`src/rtl/mem_arb_pkg.sv`:
```
// Shared types, func3 codes and the alignment helper for the LSU memory arbiter.
package mem_arb_pkg;

  typedef enum logic [1:0] {
    ST_IDLE  = 2'd0,
    ST_ISSUE = 2'd1,
    ST_WAIT  = 2'd2,
    ST_RESP  = 2'd3
  } state_t;

  localparam logic [2:0] F3_B  = 3'b000;
  localparam logic [2:0] F3_H  = 3'b001;
  localparam logic [2:0] F3_W  = 3'b010;
  localparam logic [2:0] F3_BU = 3'b100;
  localparam logic [2:0] F3_HU = 3'b101;

  // Halfwords need an even address, words need a 4-byte aligned address.
  function automatic logic is_misaligned(input logic [2:0] func3, input logic [1:0] addr_lo);
    logic mis;
    case (func3)
      F3_H, F3_HU: mis = addr_lo[0];
      F3_W:        mis = (addr_lo != 2'b00);
      default:     mis = 1'b0;
    endcase
    return mis;
  endfunction

endpackage

```
`src/rtl/mem_arb_rr.sv`:
```
// Two-way round-robin picker; purely combinational, last_owner lives in the parent.
module mem_arb_rr
  import mem_arb_pkg::*;
(
  input  logic [1:0] req,
  input  logic       last_owner,
  output logic [1:0] grant,
  output logic       winner
);

  // A lone request wins; on a tie the requester that did not own last time wins.
  always_comb begin
    winner = 1'b0;
    grant  = 2'b00;
    case (req)
      2'b01:   winner = 1'b0;
      2'b10:   winner = 1'b1;
      2'b11:   winner = ~last_owner;
      default: winner = 1'b0;
    endcase
    if (req != 2'b00) grant = winner ? 2'b10 : 2'b01;
  end

endmodule

```
`src/rtl/lsu_mem_arbiter.sv`:
```
// Round-robin scheduler between the LSU (r0) and DMA/debug (r1) in front of the
// single-port data memory. One access in flight: IDLE -> ISSUE -> WAIT -> RESP.
// Optional misalignment check: define MEM_ARB_MISALIGN_CHK_EN.
module lsu_mem_arbiter
  import mem_arb_pkg::*;
#(
  parameter int MEM_LAT = 2,
  parameter int ADDR_W  = 32
) (
  input  logic              clk,
  input  logic              rst_n,

  input  logic              r0_req,
  input  logic              r0_we,
  input  logic [ADDR_W-1:0] r0_addr,
  input  logic [31:0]       r0_wdata,
  input  logic [2:0]        r0_func3,
  output logic              r0_gnt,
  output logic              r0_rvalid,
  output logic [31:0]       r0_rdata,
  output logic              r0_err,

  input  logic              r1_req,
  input  logic              r1_we,
  input  logic [ADDR_W-1:0] r1_addr,
  input  logic [31:0]       r1_wdata,
  input  logic [2:0]        r1_func3,
  output logic              r1_gnt,
  output logic              r1_rvalid,
  output logic [31:0]       r1_rdata,
  output logic              r1_err,

  output logic              mem_load,
  output logic              mem_store,
  output logic [ADDR_W-1:0] mem_addr,
  output logic [1:0]        mem_byte_address,
  output logic [2:0]        mem_func3,
  output logic [31:0]       mem_wdata,
  input  logic [31:0]       mem_rdata
);

  state_t            state, state_next;
  logic [3:0]        cnt;
  logic              last_owner;
  logic              owner_q;
  logic              we_q;
  logic [ADDR_W-1:0] addr_q;
  logic [31:0]       wdata_q;
  logic [2:0]        func3_q;
  logic [31:0]       rdata_q;
  logic              err_q;

  logic [1:0]        pick_grant;
  logic              winner;
  logic              sel_we;
  logic [ADDR_W-1:0] sel_addr;
  logic [31:0]       sel_wdata;
  logic [2:0]        sel_func3;
  logic              sel_mis;
  logic              accept;
  logic              capture;
  logic              resp;

  mem_arb_rr u_rr (
    .req        ({r1_req, r0_req}),
    .last_owner (last_owner),
    .grant      (pick_grant),
    .winner     (winner)
  );

  assign sel_we    = winner ? r1_we    : r0_we;
  assign sel_addr  = winner ? r1_addr  : r0_addr;
  assign sel_wdata = winner ? r1_wdata : r0_wdata;
  assign sel_func3 = winner ? r1_func3 : r0_func3;

`ifdef MEM_ARB_MISALIGN_CHK_EN
  assign sel_mis = is_misaligned(sel_func3, sel_addr[1:0]);
`else
  assign sel_mis = 1'b0;
`endif

  // State register.
  always_ff @(posedge clk) begin
    if (!rst_n) state <= ST_IDLE;
    else        state <= state_next;
  end

  // Next-state decode and per-state strobes; grants only go out in IDLE.
  always_comb begin
    state_next = state;
    accept     = 1'b0;
    capture    = 1'b0;
    resp       = 1'b0;
    mem_load   = 1'b0;
    mem_store  = 1'b0;
    r0_gnt     = 1'b0;
    r1_gnt     = 1'b0;
    case (state)
      ST_IDLE: begin
        if (rst_n && (r0_req || r1_req)) begin
          accept     = 1'b1;
          r0_gnt     = pick_grant[0];
          r1_gnt     = pick_grant[1];
          state_next = sel_mis ? ST_RESP : ST_ISSUE;
        end
      end
      ST_ISSUE: begin
        mem_load   = ~we_q;
        mem_store  = we_q;
        state_next = ST_WAIT;
      end
      ST_WAIT: begin
        if (cnt == 4'd0) begin
          capture    = 1'b1;
          state_next = ST_RESP;
        end
      end
      ST_RESP: begin
        resp       = 1'b1;
        state_next = ST_IDLE;
      end
      default: state_next = ST_IDLE;
    endcase
  end

  // Latency down-counter: loaded during ISSUE, counts to zero in WAIT.
  always_ff @(posedge clk) begin
    if (!rst_n)                              cnt <= 4'd0;
    else if (state == ST_ISSUE)              cnt <= 4'(MEM_LAT - 1);
    else if (state == ST_WAIT && cnt != 4'd0) cnt <= cnt - 4'd1;
  end

  // Capture the granted request and the memory response.
  always_ff @(posedge clk) begin
    if (!rst_n) begin
      last_owner <= 1'b1;
      owner_q    <= 1'b0;
      we_q       <= 1'b0;
      addr_q     <= '0;
      wdata_q    <= 32'd0;
      func3_q    <= 3'd0;
      rdata_q    <= 32'd0;
      err_q      <= 1'b0;
    end else begin
      if (accept) begin
        last_owner <= winner;
        owner_q    <= winner;
        we_q       <= sel_we;
        addr_q     <= sel_addr;
        wdata_q    <= sel_wdata;
        func3_q    <= sel_func3;
        rdata_q    <= 32'd0;
        err_q      <= sel_mis;
      end
      if (capture) rdata_q <= we_q ? 32'd0 : mem_rdata;
    end
  end

  assign mem_addr         = addr_q;
  assign mem_byte_address = addr_q[1:0];
  assign mem_func3        = func3_q;
  assign mem_wdata        = wdata_q;

  assign r0_rvalid = resp & ~owner_q;
  assign r1_rvalid = resp &  owner_q;
  assign r0_rdata  = r0_rvalid ? rdata_q : 32'd0;
  assign r1_rdata  = r1_rvalid ? rdata_q : 32'd0;
  assign r0_err    = r0_rvalid & err_q;
  assign r1_err    = r1_rvalid & err_q;

endmodule

```
`config.mk`:
```
export PLATFORM = sky130hd
export DESIGN_NAME = lsu_mem_arbiter
export DESIGN_NICKNAME = d
export VERILOG_FILES = /design/src/rtl/mem_arb_pkg.sv /design/src/rtl/mem_arb_rr.sv /design/src/rtl/lsu_mem_arbiter.sv
export SDC_FILE = /design/constraint.sdc
export NUM_CORES = 1
export LEC_CHECK = 0
export ABC_AREA = 1
export BUFFER_PORTS_ARGS = -buffer_cell sky130_fd_sc_hd__buf_2
export CAP_MARGIN = 30
export CORE_ASPECT_RATIO = 0.6
export CORE_UTILIZATION = 40
export DETAILED_ROUTE_END_ITERATION = 10
export GPL_TIMING_DRIVEN = 0
export PLACE_DENSITY = 0.77
export SETUP_SLACK_MARGIN = 0.15
export SLEW_MARGIN = 20
export SYNTH_ARGS = -nofsm -noshare
export SYNTH_HDL_FRONTEND = slang
export SYNTH_HIERARCHICAL = 1
export SYNTH_SLANG_ARGS = --single-unit
```
`constraint.sdc`:
```
create_clock -name clk -period 4.1 [get_ports clk]
set_clock_uncertainty 0.2 [all_clocks]
set_input_delay 0.41 -clock clk [delete_from_list [all_inputs] [get_ports clk]]
set_output_delay 0.41 -clock clk [all_outputs]
set_load 0.02 [all_outputs]
```
==> results list, run 1 <==
- The flow ran to the end, and the final reports show no timing, DRC or antenna violations.
* Initial Utilization: 41.0%
* Synthesized-area fraction occupied by and/or/nand/nor cells: 38.0%
- Remaining max-slew budget at the tightest pin: 60.5%
* Antenna violations before repair: 0
- Cells with a size suffix above 1 make up 31.2% of the layout.
- Met3 layer wire length in the routed design: 1.40 mm
- For the final routed database, the setup TNS stands at 0 ps.
- In the layout the commonest cells are sky130_fd_sc_hd__nand2_1 (383), sky130_fd_sc_hd__buf_2 (333), sky130_fd_sc_hd__nor2_1 (108), sky130_fd_sc_hd__dfxtp_1 (108), sky130_fd_sc_hd__a21oi_1 (96).
- Shortest clock period the worst path allows after layout: 2570 ps
- RSZ-0062 raised after global routing: no
* Wire length on met1: 8.67 mm
- Cells fill 56.3% of the core in the end.
* Maximum ir drop on the vdd rail: 0.274 mV
* XOR/XNOR Fraction of Synth Area: 0%
* Routability congestion estimate from global placement: 0.865
* Multiplexer share of the synthesized area: 0%
* Clock share of power: 25.1%
* Buffers from clock root to sink, at most: 2
- The number of global-route vias before repair came to 6,011.
* Net switching power: 1.42 mW
- Global routing consumed, over all layers together, 25.2% of the routing resources.
- At the pin with the least slew margin, the transition time is 593 ps.
* Nets: 1,414
* Die area: 14,500 sq um
- In this run, CTS created clock tree buffers numbering 9.
- During placement, the flow inserted port buffers numbering 310.
- The tool flagged a number of max-cap violations equal to 0.
* TritonRoute pass-1 iters: 5
- Leaving out fill and tap cells, the most frequent cell in the layout is sky130_fd_sc_hd__nand2_1.
- The analysis attributes to cell leakage a power of 4.10 nW.
* Mean instance size in the synthesized netlist: 6.10 sq um
- From synthesis to final layout, the design area changed by 37.4%.
- CTS tree: yes
* Cells after synthesis: 915
- Total power divided by cell area: 473 nW/um^2
- Total DRC errors in the routed layout: 0
* Final setup fails: 0
- Net switching share of the total power: 39.0%
* Cell-by-cell listing of the critical path: inv_1 -> ha_1 -> nand3_2 -> buf_2 -> buf_2 -> nor2_1 -> buf_2
* Routed WL per cell: 13.0 microns
- The number of antenna diodes in the final layout is 0.
- Total core area: 13,600 sq um
* Share of the clock period used by the worst path after layout: 62.6%
* Overflow after GRT: 0
- Pin count of the biggest net entering global routing: 18
- Startpoint types: register
- The floorplan has 33 rows.
- After synthesis, flip-flops and latches occupy 38.7% of the total area.
- Buffers inserted to repair hold after CTS numbered 0.
* Topmost layer with routed signal wires: met4
- In this run the horizontal extent of the chip is 155 microns.
* Worst Slack Setup Final: 1530 ps
* Non-filler instance count after layout: 1,417
- Power consumption: 3.63 mW
- The path class of the tightest hold or removal check is in2reg.
- Crit Path Category: reg2out
- Clock-pin slew was measured on the worst setup and hold paths at 70 ps.
* Total standard cell area after synthesis: 5590 sq um
- Die span in y: 93.5 microns
* Cell total after placement: 1,401
* Sinks on Clock Net: 108
* Combinational group share of total power: 38.0%
* Detailed-route via count: 6,668
- Crit. End Element: output port
- After detailed routing, the total wire length is 18.4 mm.
- FF+latch count, synth: 108
- Timing analysis after detailed placement gives a worst setup slack of 1890 ps.
- Cell-internal power: 2.21 mW
* WP data arrival: 1960 ps
- Buffers and inverters on the worst path: 4
* Flop pwr share: 36.8%
* Post-detail-place hpwl: 14.2 mm
* Filler cells: 1,433
* Number of DRC markers in iteration 0: 391
* Post_cts resized: 0
- Timing would allow up to 390 MHz.
- The number of max-slew violations in the final report came to 0.
- In the detailed route, the total length drawn on met2 is 8.03 mm.
- Yosys printed 6 warnings.
* Total setup buffers inserted after CTS: 0
- After synthesis, the largest family of logic cells by area is simple AND/OR/NAND/NOR gates.
- Compound-gate portion of the synthesized area: 10.5%
* Critical path's top delay family: buffers and inverters
* Cell type with the highest occurrence count on the critical path: sky130_fd_sc_hd__buf_2
* Required time reported for the critical path endpoint: 3490 ps
- The total count of hold-check failures in the final report was 0.
- Average vias per placed instance: 4.71
* Final antenna-violating net count: 0
- Slowest stage cell, crit path: sky130_fd_sc_hd__dfxtp_1
* Post-synthesis share of cell area spent on full adders, half adders and majority gates: 1.12%
- Maximum level of the CTS H-tree: 3
- For this design the top-level I/O count stands at 313.
* Wire length of the first global-routing pass: 29.0 mm
* Root Buffer: sky130_fd_sc_hd__clkbuf_16
- The number of different library cells used by synthesis comes to 21.
- For the worst-skew pair, the clock arrives at the later sink with an insertion delay of 340 ps.
* Largest fanout on the critical path: 10
* Slowest Stage Delay on Critical Path: 370 ps
cells by family (layout without fill, tap and decap cells):
| family | count (synthesis) | after routing |
|---|---|---|
| other | 1 | 2 |
| and+or+nand+nor | 542 | 542 |
| DFF | 108 | 108 |
| AOI/OAI and AO/OA | 109 | 109 |
| buffers and inverters | 150 | 476 |
| adders and majority gates | 5 | 5 |
state kept, by name, summed over array words and instances, names as in the netlist, 2 cells and up:
signal,flops
cnt,4
mem_wdata,32
mem_addr,32
mem_func3,3
rdata_q,32
state,2
final cells by class:
class / instances / area, sq um / share of cell area [%]
Timing Repair Buffer: 310 / 1550 / 20.2
Multi-Input combinational cell: 658 / 2780 / 36.2
Buffer: 65 / 330 / 4.31
Inverter: 85 / 319 / 4.16
Clock inverter: 4 / 56.3 / 0.734
Tap cell: 175 / 219 / 2.85
Sequential cell: 108 / 2160 / 28.2
Clock buffer: 12 / 256 / 3.34
cell usage after synthesis:
library cell               instances  share of area (%)
sky130_fd_sc_hd__buf_1             1              0.067
sky130_fd_sc_hd__buf_2            23                2.1
sky130_fd_sc_hd__clkbuf_1         27                1.8
sky130_fd_sc_hd__ha_1              5                1.1
sky130_fd_sc_hd__nand2_1         383                 26
sky130_fd_sc_hd__nand3_1          37                3.3
sky130_fd_sc_hd__buf_4            11                1.5
sky130_fd_sc_hd__a21oi_2          10                1.6
sky130_fd_sc_hd__nand3_2           2               0.36
sky130_fd_sc_hd__buf_6             2               0.40
sky130_fd_sc_hd__nand2_2          10                1.1
sky130_fd_sc_hd__nand4_1           2               0.22
sky130_fd_sc_hd__inv_2             3               0.20
sky130_fd_sc_hd__o21ai_0           2               0.18
sky130_fd_sc_hd__dfxtp_1         108                 39
sky130_fd_sc_hd__conb_1            1              0.067
sky130_fd_sc_hd__nor2_1          108                7.3
sky130_fd_sc_hd__inv_1            82                5.5
sky130_fd_sc_hd__clkbuf_2          1              0.090
sky130_fd_sc_hd__a31oi_1           1               0.11
sky130_fd_sc_hd__a21oi_1          96                8.6
routing by layer:
metal,vias up,global-route usage (%)
li1,3413,-
met1,2978,33.7
met2,249,41.0
met3,28,6.21
met4,0,5.86
met5,-,0
worst paths after layout:
check / from / end / slack [ps] / depth (start not counted)
hold reg to reg: mem_addr[30] / mem_addr[30] / 260 / 2
hold / removal: rst_n / state[1] / 160 / 3
setup reg to reg: state[0] / mem_addr[28] / 2120 / 7
setup / recovery: state[0] / r1_gnt / 1530 / 7
stage by stage:
stage | instance area, sq um | hold WS, ps
after floorplan | 5590 | 257
after global placement | 7360 | 250
after detailed placement | 7360 | 253
after CTS | 7670 | 147
after global routing | 7670 | 148
final | 7670 | 160
power groups by stage:
stage / clock (mW) / sequential [mW] / combinational [mW]
2_1_floorplan: 0 / 1.47 / 0.803
3_3_place_gp: 0 / 1.35 / 1.35
3_5_place_dp: 0 / 1.36 / 1.37
4_1_cts: 0.933 / 1.34 / 1.38
5_1_grt: 0.974 / 1.36 / 1.54
6_report: 0.912 / 1.34 / 1.38
tightest hold or removal path, stage by stage:
cell,delay [ps]
sky130_fd_sc_hd__buf_2,140
sky130_fd_sc_hd__nand2_1,70
sky130_fd_sc_hd__nor2_1,30
Note: power is estimated with default switching activity, not from simulation.
==> run 2, diff against run 1 <==
==> constraint.sdc (replaced) <==
create_clock -name clk -period 2.4 [get_ports clk]
set_clock_uncertainty 0.2 [all_clocks]
set_input_delay 0.24 -clock clk [delete_from_list [all_inputs] [get_ports clk]]
set_output_delay 0.24 -clock clk [all_outputs]
set_load 0.02 [all_outputs]
==> run 2 against run 1 <==
Against the previous run:
- routed wire length is 0.29% higher
- cell count grew 0.14%
- sequential power is 71% higher
- register-to-register slack lost 1600 ps
- hold slack worse by 140 ps
- first-iteration DRC count fell by 9.5%
- largest power group unchanged
- combinational power up 74%
==> results list, run 2 (synthesis results as in run 1) <==
* Number of input and output port buffers inserted: 310 (unchanged)
* Routability congestion estimate from global placement: 0.865 (unchanged)
* Layer with the highest usage after global routing: met2
* M3 GR Usage: 6.21% (unchanged)
- The die outline height was 93.5 microns (unchanged).
- Root Buffer: sky130_fd_sc_hd__clkbuf_16
- Result of the run: completed
* Buffers from clock root to sink, at most: 2 (unchanged)
- The die boundary width is 155 microns (unchanged).
- The total setup violations reported at the end of the flow was 0 (unchanged).
- Setup Total Neg Slack: 0 ps (unchanged)
* Class of the tightest hold or removal check: in2reg
- The via count was 6,646 (-0.33%).
* Final routed wirelength across all metal layers: 18.4 mm (+0.29%)
- The number of nets in the layout came to 1,416 (+0.14%).
- CTS tree: yes
- RSZ-0062 raised after global routing: yes
* Number of I/O pins: 313 (unchanged)
- Crit Path Category: reg2out
- Wire length of the first global-routing pass: 29.0 mm (about the same)
- Number of antenna diodes: 0 (unchanged)
* WP data arrival: 1710 ps (-250 ps)
- Pin count of the biggest net entering global routing: 18 (unchanged)
* Required time reported for the critical path endpoint: 1960 ps (-1530 ps)
- Grt met2 use: 41.1% (+0.15 points)
* Net switching power: 2.44 mW (+72%)
* Vias in the first global route: 6,016 (+0.083%)
- The share of power burned in the clock network was 25.0% (about the same).
* Flop pwr share: 36.6% (-0.2 points)
- Global-route met1 utilization: 33.6% (-0.11 points)
- The leakage power total came to 4.13 nW (+0.76%).
- The total half-perimeter wirelength after legalization and detailed placement came to 14.2 mm (unchanged).
- The number of max-slew violations in the final report came to 0 (unchanged).
* Cell total after placement: 1,401 (unchanged)
* Maximum operating frequency: 464 MHz
- The slew at the pin closest to its max-slew limit came to 595 ps (+1.89 ps).
- Cell-internal power: 3.82 mW (+72%)
* Maximum level of the CTS H-tree: 3 (unchanged)
* Sinks on Clock Net: 108 (unchanged)
* Routed WL per cell: 13.0 microns (+0.15%)
- Average vias per placed instance: 4.68 (-0.47%)
* Share of cells above drive strength 1: 31.8% (+0.67 points)
* Count of endpoints failing hold in the final timing report: 0 (unchanged)
* Final antenna-violating net count: 0 (unchanged)
- Number of buffers created by CTS: 9 (unchanged)
* Net switching share of the total power: 39.0% (-0.064 points)
- Area growth from synthesis to final layout: 38.6%
* Maximum ir drop on the vdd rail: 0.469 mV (+71%)
- Leading cell type in the layout, fill and taps excluded: sky130_fd_sc_hd__nand2_1
- Crit. End Element: output port
* Clock-pin slew reported for the worst setup and hold paths after clock tree synthesis: 80 ps (about the same)
- The areal power density over the cells came to 808 nW/um^2 (+71%).
* Initial Utilization: 41.0% (unchanged)
- The non-filler instance count after layout was 1,419 (+0.14%).
- Antenna violations before repair: 0 (unchanged)
* Share of the clock period used by the worst path after layout: 89.8%
- The worst path needs 2150 ps of the cycle, external delays included.
- The count of filler cells inserted in the layout is 1,429 (-0.28%).
* Total DRC errors in the routed layout: 0 (unchanged)
- The number of post-CTS setup repair buffers is 0 (unchanged).
* Commonest cells after routing, fill and taps aside: sky130_fd_sc_hd__nand2_1 (383), sky130_fd_sc_hd__buf_2 (330), sky130_fd_sc_hd__nor2_1 (108)
* Die area: 14,500 sq um (unchanged)
- The power share of the combinational group is 38.5% (+0.5 points).
- The worst setup path is launched from a register.
* Overflow after GRT: 0 (unchanged)
- The worst relative slew slack came to 60.3% (-0.13 points).
* Total number of placement rows: 33 (unchanged)
* Number of DRC markers in iteration 0: 354 (-9.5%)
* Largest fanout on the critical path: 10 (unchanged)
- Maximum Capacitance Violations: 0 (unchanged)
* Share of the core filled with cells: 56.8% (+0.51 points)
- Clock latency of the later-clocked register in the worst-skew pair: 340 ps (about the same)
* Total core area: 13,600 sq um (unchanged)
* TritonRoute pass-1 iters: 5 (unchanged)
- The global routing usage summed across all routing layers came to 25.2% (unchanged).
-- run 2: metal layers --
metal	vias to the layer above	wire, microns
li1	3420	-
met4	0	269
met1	2984	8770
met2	218	8130
met5	-	0
met3	24	1280
-- run 2: final timing paths --
check	startpoint	to	slack (ps)	cells past startpoint
setup / recovery	state[0]	r0_rdata[24]	250	7
hold / removal	mem_rdata[4]	rdata_q[4]	20	5
setup reg to reg	last_owner	mem_addr[29]	500	7
hold reg to reg	mem_addr[24]	mem_addr[24]	260	2
-- run 2: power groups by stage --
| stage | clock network (mW) | registers (mW) | logic [mW] |
|---|---|---|---|
| 2_1_floorplan | 0 | 2.52 | 1.37 |
| 3_3_place_gp | 0 | 2.31 | 2.31 |
| 3_5_place_dp | 0 | 2.32 | 2.34 |
| 4_1_cts | 1.59 | 2.28 | 2.37 |
| 5_1_grt | 1.66 | 2.32 | 2.69 |
| 6_report | 1.56 | 2.29 | 2.40 |
-- run 2: worst max-delay path, stage by stage, from the launching register on --
cell                       delay, ps
sky130_fd_sc_hd__dfxtp_1         370
sky130_fd_sc_hd__ha_1            190
sky130_fd_sc_hd__inv_1            50
sky130_fd_sc_hd__nor2_1          140
sky130_fd_sc_hd__inv_1           120
sky130_fd_sc_hd__clkbuf_4        210
sky130_fd_sc_hd__nor2_1          120
sky130_fd_sc_hd__buf_2           180
-- run 2: what timing repair did --
item                                   in CTS  in global routing
pin swaps                                   0                  0
hold buffers                                2                  0
endpoints found under the hold margin       2                  0
setup endpoints to repair                   6                 53
resized for setup                           5                 21
-- run 2: through the flow --
| stage | hold WS [ps] | power (mW) | setup slack, ps | instance area [sq um] |
|---|---|---|---|---|
| after global placement | 250 | 4.62 | 383 | 7360 |
| after floorplan | 138 | 3.89 | 430 | 5590 |
| final | 18.5 | 6.25 | 245 | 7740 |
| after CTS | 5.35 | 6.24 | 143 | 7700 |
| after global routing | 16.3 | 6.67 | 148 | 7740 |
| after detailed placement | 253 | 4.66 | 356 | 7360 |
-- run 2: layout make-up --
| cell class | count | area, sq um | area share, % |
|---|---|---|---|
| multi-input cells | 658 | 2800 | 36.1 |
| flip-flops and latches | 108 | 2160 | 27.9 |
| repair buffers | 312 | 1580 | 20.4 |
| plain buffers | 65 | 350 | 4.53 |
| inverters | 85 | 319 | 4.12 |
| clock buffers | 12 | 256 | 3.31 |
| well taps | 175 | 219 | 2.83 |
| clock inverters | 4 | 56.3 | 0.727 |
==> run 3, diff against run 2 <==
==> constraint.sdc (replaced) <==
create_clock -name clk -period 2 [get_ports clk]
set_clock_uncertainty 0.2 [all_clocks]
set_input_delay 0.2 -clock clk [delete_from_list [all_inputs] [get_ports clk]]
set_output_delay 0.2 -clock clk [all_outputs]
set_load 0.02 [all_outputs]
==> run 3 against run 2 <==
Against the previous run:
- the flow now finishes with violations (negative setup slack)
- setup slack got worse by 250 ps
- non-clock buffer count up 85
- total power is 30% higher
- via count is 11% higher
- sequential cell count is the same
- cell count rose by 6.0%
- utilization up 10 points
- die area unchanged
- combinational power rose by 44%
- sequential power increased by 21%
- highest routed layer unchanged
==> results list, run 3 (synthesis results as in run 1) <==
* Pre-CTS WS: -3.84 ps (-360 ps)
- Worst slew pin tran: 619 ps (+24.4 ps)
- Maximum level of the CTS H-tree: 3 (unchanged)
- Average vias per placed instance: 4.90 (+4.6%)
- The number of max-slew violations in the final report is 0 (unchanged).
- Routability congestion estimate from global placement: 0.865 (unchanged)
- Leading cell type in the layout, fill and taps excluded: sky130_fd_sc_hd__nand2_1
- The effective utilization at floorplan is 41.0% (unchanged).
- For this run, the top clock speed supported by timing is 499 MHz.
* Number of I/O pins: 313 (unchanged)
* Global Route Usage Sum: 28.1% (+2.9 points)
* RSZ-0062 raised after global routing: yes
* Filler cells: 1,179 (-17%)
- Shortest clock period the worst path allows after layout: 2000 ps
- Total number of placement rows: 33 (unchanged)
- Traced cell by cell, the critical path runs through ha_4 -> inv_2 -> nor2_4 -> inv_6 -> clkbuf_8 -> nor2_1 -> buf_4.
* Critical path's top delay family: buffers and inverters
- Final antenna-violating net count: 0 (unchanged)
- The tree is rooted in a sky130_fd_sc_hd__clkbuf_16.
- The first-pass GRT wire length came to 32.5 mm (+12%).
* Commonest cells after routing, fill and taps aside: sky130_fd_sc_hd__nand2_1 (382), sky130_fd_sc_hd__buf_2 (268), sky130_fd_sc_hd__dfxtp_1 (106)
- WP data arrival: 1600 ps (-110 ps)
- The total count of hold-check failures in the final report is 0 (unchanged).
- Result of the run: finished with violations
* Remaining max-slew budget at the tightest pin: 58.7% (-1.6 points)
- Clock latency of the later-clocked register in the worst-skew pair: 340 ps (about the same)
- Routed WL per cell: 14.4 microns (+11%)
- The number of global-route vias before repair is 6,976 (+16%).
* Number of antenna diodes: 0 (unchanged)
- Number of DRC markers in iteration 0: 432 (+22%)
* Crit. End Element: output port
* Non-filler instance count after layout: 1,504 (+6.0%)
- The required time at the endpoint of the critical path was 1600 ps (-360 ps).
* Crit Path Category: reg2out
- The die area came to 14,500 sq um (unchanged).
- The clock sink count came to 108 (unchanged).
- Number of buffers created by CTS: 9 (unchanged)
- The core area was 13,600 sq um (unchanged).
* Startpoint types: register
- Clock-pin slew reported for the worst setup and hold paths after clock tree synthesis: 80 ps (about the same)
* Final routed wirelength across all metal layers: 21.7 mm (+17%)
- Share of the core filled with cells: 67.1% (+10 points)
- Failing checks: negative setup slack
- Total DRC errors in the routed layout: 0 (unchanged)
* Slowest Stage Delay on Critical Path: 380 ps (about the same)
- Buffers and inverters on the worst path: 4 (unchanged)
- Cell total after placement: 1,401 (unchanged)
- The multi-input combinational cell area is 3000 sq um (+7.1%).
- The worst setup margin is -4.20 ps (-250 ps).
- The total negative setup slack was -4.20 ps (-4.20 ps).
* Area growth from synthesis to final layout: 63.6%
- The peak supply drop is 0.571 mV (+22%).
- In this run the worst hold path is classified as in2reg.
- Antenna violations before repair: 0 (unchanged)
- Maximum Capacitance Violations: 0 (unchanged)
- The maximum number of buffers from clock root to sink is 2 (unchanged).
* Die span in y: 93.5 microns (unchanged)
- The final hold slack was 3.72 ps (-14.7 ps).
- The final critical path takes up 100% of the cycle.
* Number of input and output port buffers inserted: 310 (unchanged)
- Nets: 1,501 (+6.0%)
- Share of cells above drive strength 1: 34.6% (+2.8 points)
- Area occupied by registers: 2170 sq um (+0.29%)
- On the critical path, the stage with the largest delay is an instance of sky130_fd_sc_hd__dfxtp_4.
- Largest fanout on the critical path: 8 (-2)
- The total half-perimeter wirelength after legalization and detailed placement was 14.2 mm (unchanged).
- Final design instance area without fill: 9140 sq um (+18%)
- The pin count of the biggest net entering global routing is 18 (unchanged).
- The total congestion overflow was 0 (unchanged).
- The cell area after placement came to 7360 sq um (unchanged).
* Total power divided by cell area: 889 nW/um^2 (+10%)
* Horizontal die dimension: 155 microns (unchanged)
- The leakage power total is 4.59 nW (+11%).
* TritonRoute pass-1 iters: 5 (unchanged)
* Final setup fails: 1 (+1)
- TritonCTS built the clock tree.
- The total chip power is 8.12 mW (+30%).
* Detailed-route via count: 7,368 (+11%)
==> run 3: changes by cell type in the layout (fill, tap and decap cells not counted), sizes merged <==
cell,before,now
dlygate4sd3,2,71
clkbuf,38,42
buf,349,361
==> run 3: cell type report <==
type                       instances  area share [%]
clock inverter                     4           0.616
sequential                       108            23.7
clock buffer                      12            2.81
multi-input combinational        658            32.8
tap                              175            2.40
inverter                          85            3.63
timing repair buffer             397            29.1
buffer                            65            4.96
==> run 3: metal layers <==
layer | track usage [%] | routed length (microns)
met5 | 0 | 0
met4 | 9.65 | 563
met2 | 47.8 | 10200
met1 | 34.9 | 9290
met3 | 6.81 | 1630
==> run 3: final timing paths <==
kind                              startpoint            end  slack, ps  cells past startpoint
worst max-delay path                state[1]    r0_rdata[9]         -4                      7
worst min-delay path            r0_wdata[26]  mem_wdata[26]          4                      5
worst min register to register  mem_addr[30]   mem_addr[30]        260                      2
worst max register to register      state[0]    rdata_q[11]        180                      9
==> run 3: power by group <==
part,internal [mW],leakage [nW],switching (mW)
sequential,2.54,0.881,0.234
combinational,1.33,3.55,2.14
clock,1.05,0.153,0.829
==> run 3: worst reg2reg max path, cell delays in order (launching register included) <==
cell	delay [ps]
sky130_fd_sc_hd__dfxtp_4	380
sky130_fd_sc_hd__inv_4	50
sky130_fd_sc_hd__buf_4	120
sky130_fd_sc_hd__ha_1	190
sky130_fd_sc_hd__buf_4	170
sky130_fd_sc_hd__nand3_4	140
sky130_fd_sc_hd__inv_4	80
sky130_fd_sc_hd__buf_6	150
sky130_fd_sc_hd__nand2_1	140
sky130_fd_sc_hd__a21oi_2	70
==> run 3: what timing repair did <==
item / 4_1_cts / 5_1_grt
endpoints found under the hold margin: 63 / 0
buffers inserted: 10 / 3
gates resized for setup: 133 / 89
hold buffers: 71 / 0
pin swaps: 4 / 1
endpoints found under the setup margin: 133 / 154
cloned: 3 / 0
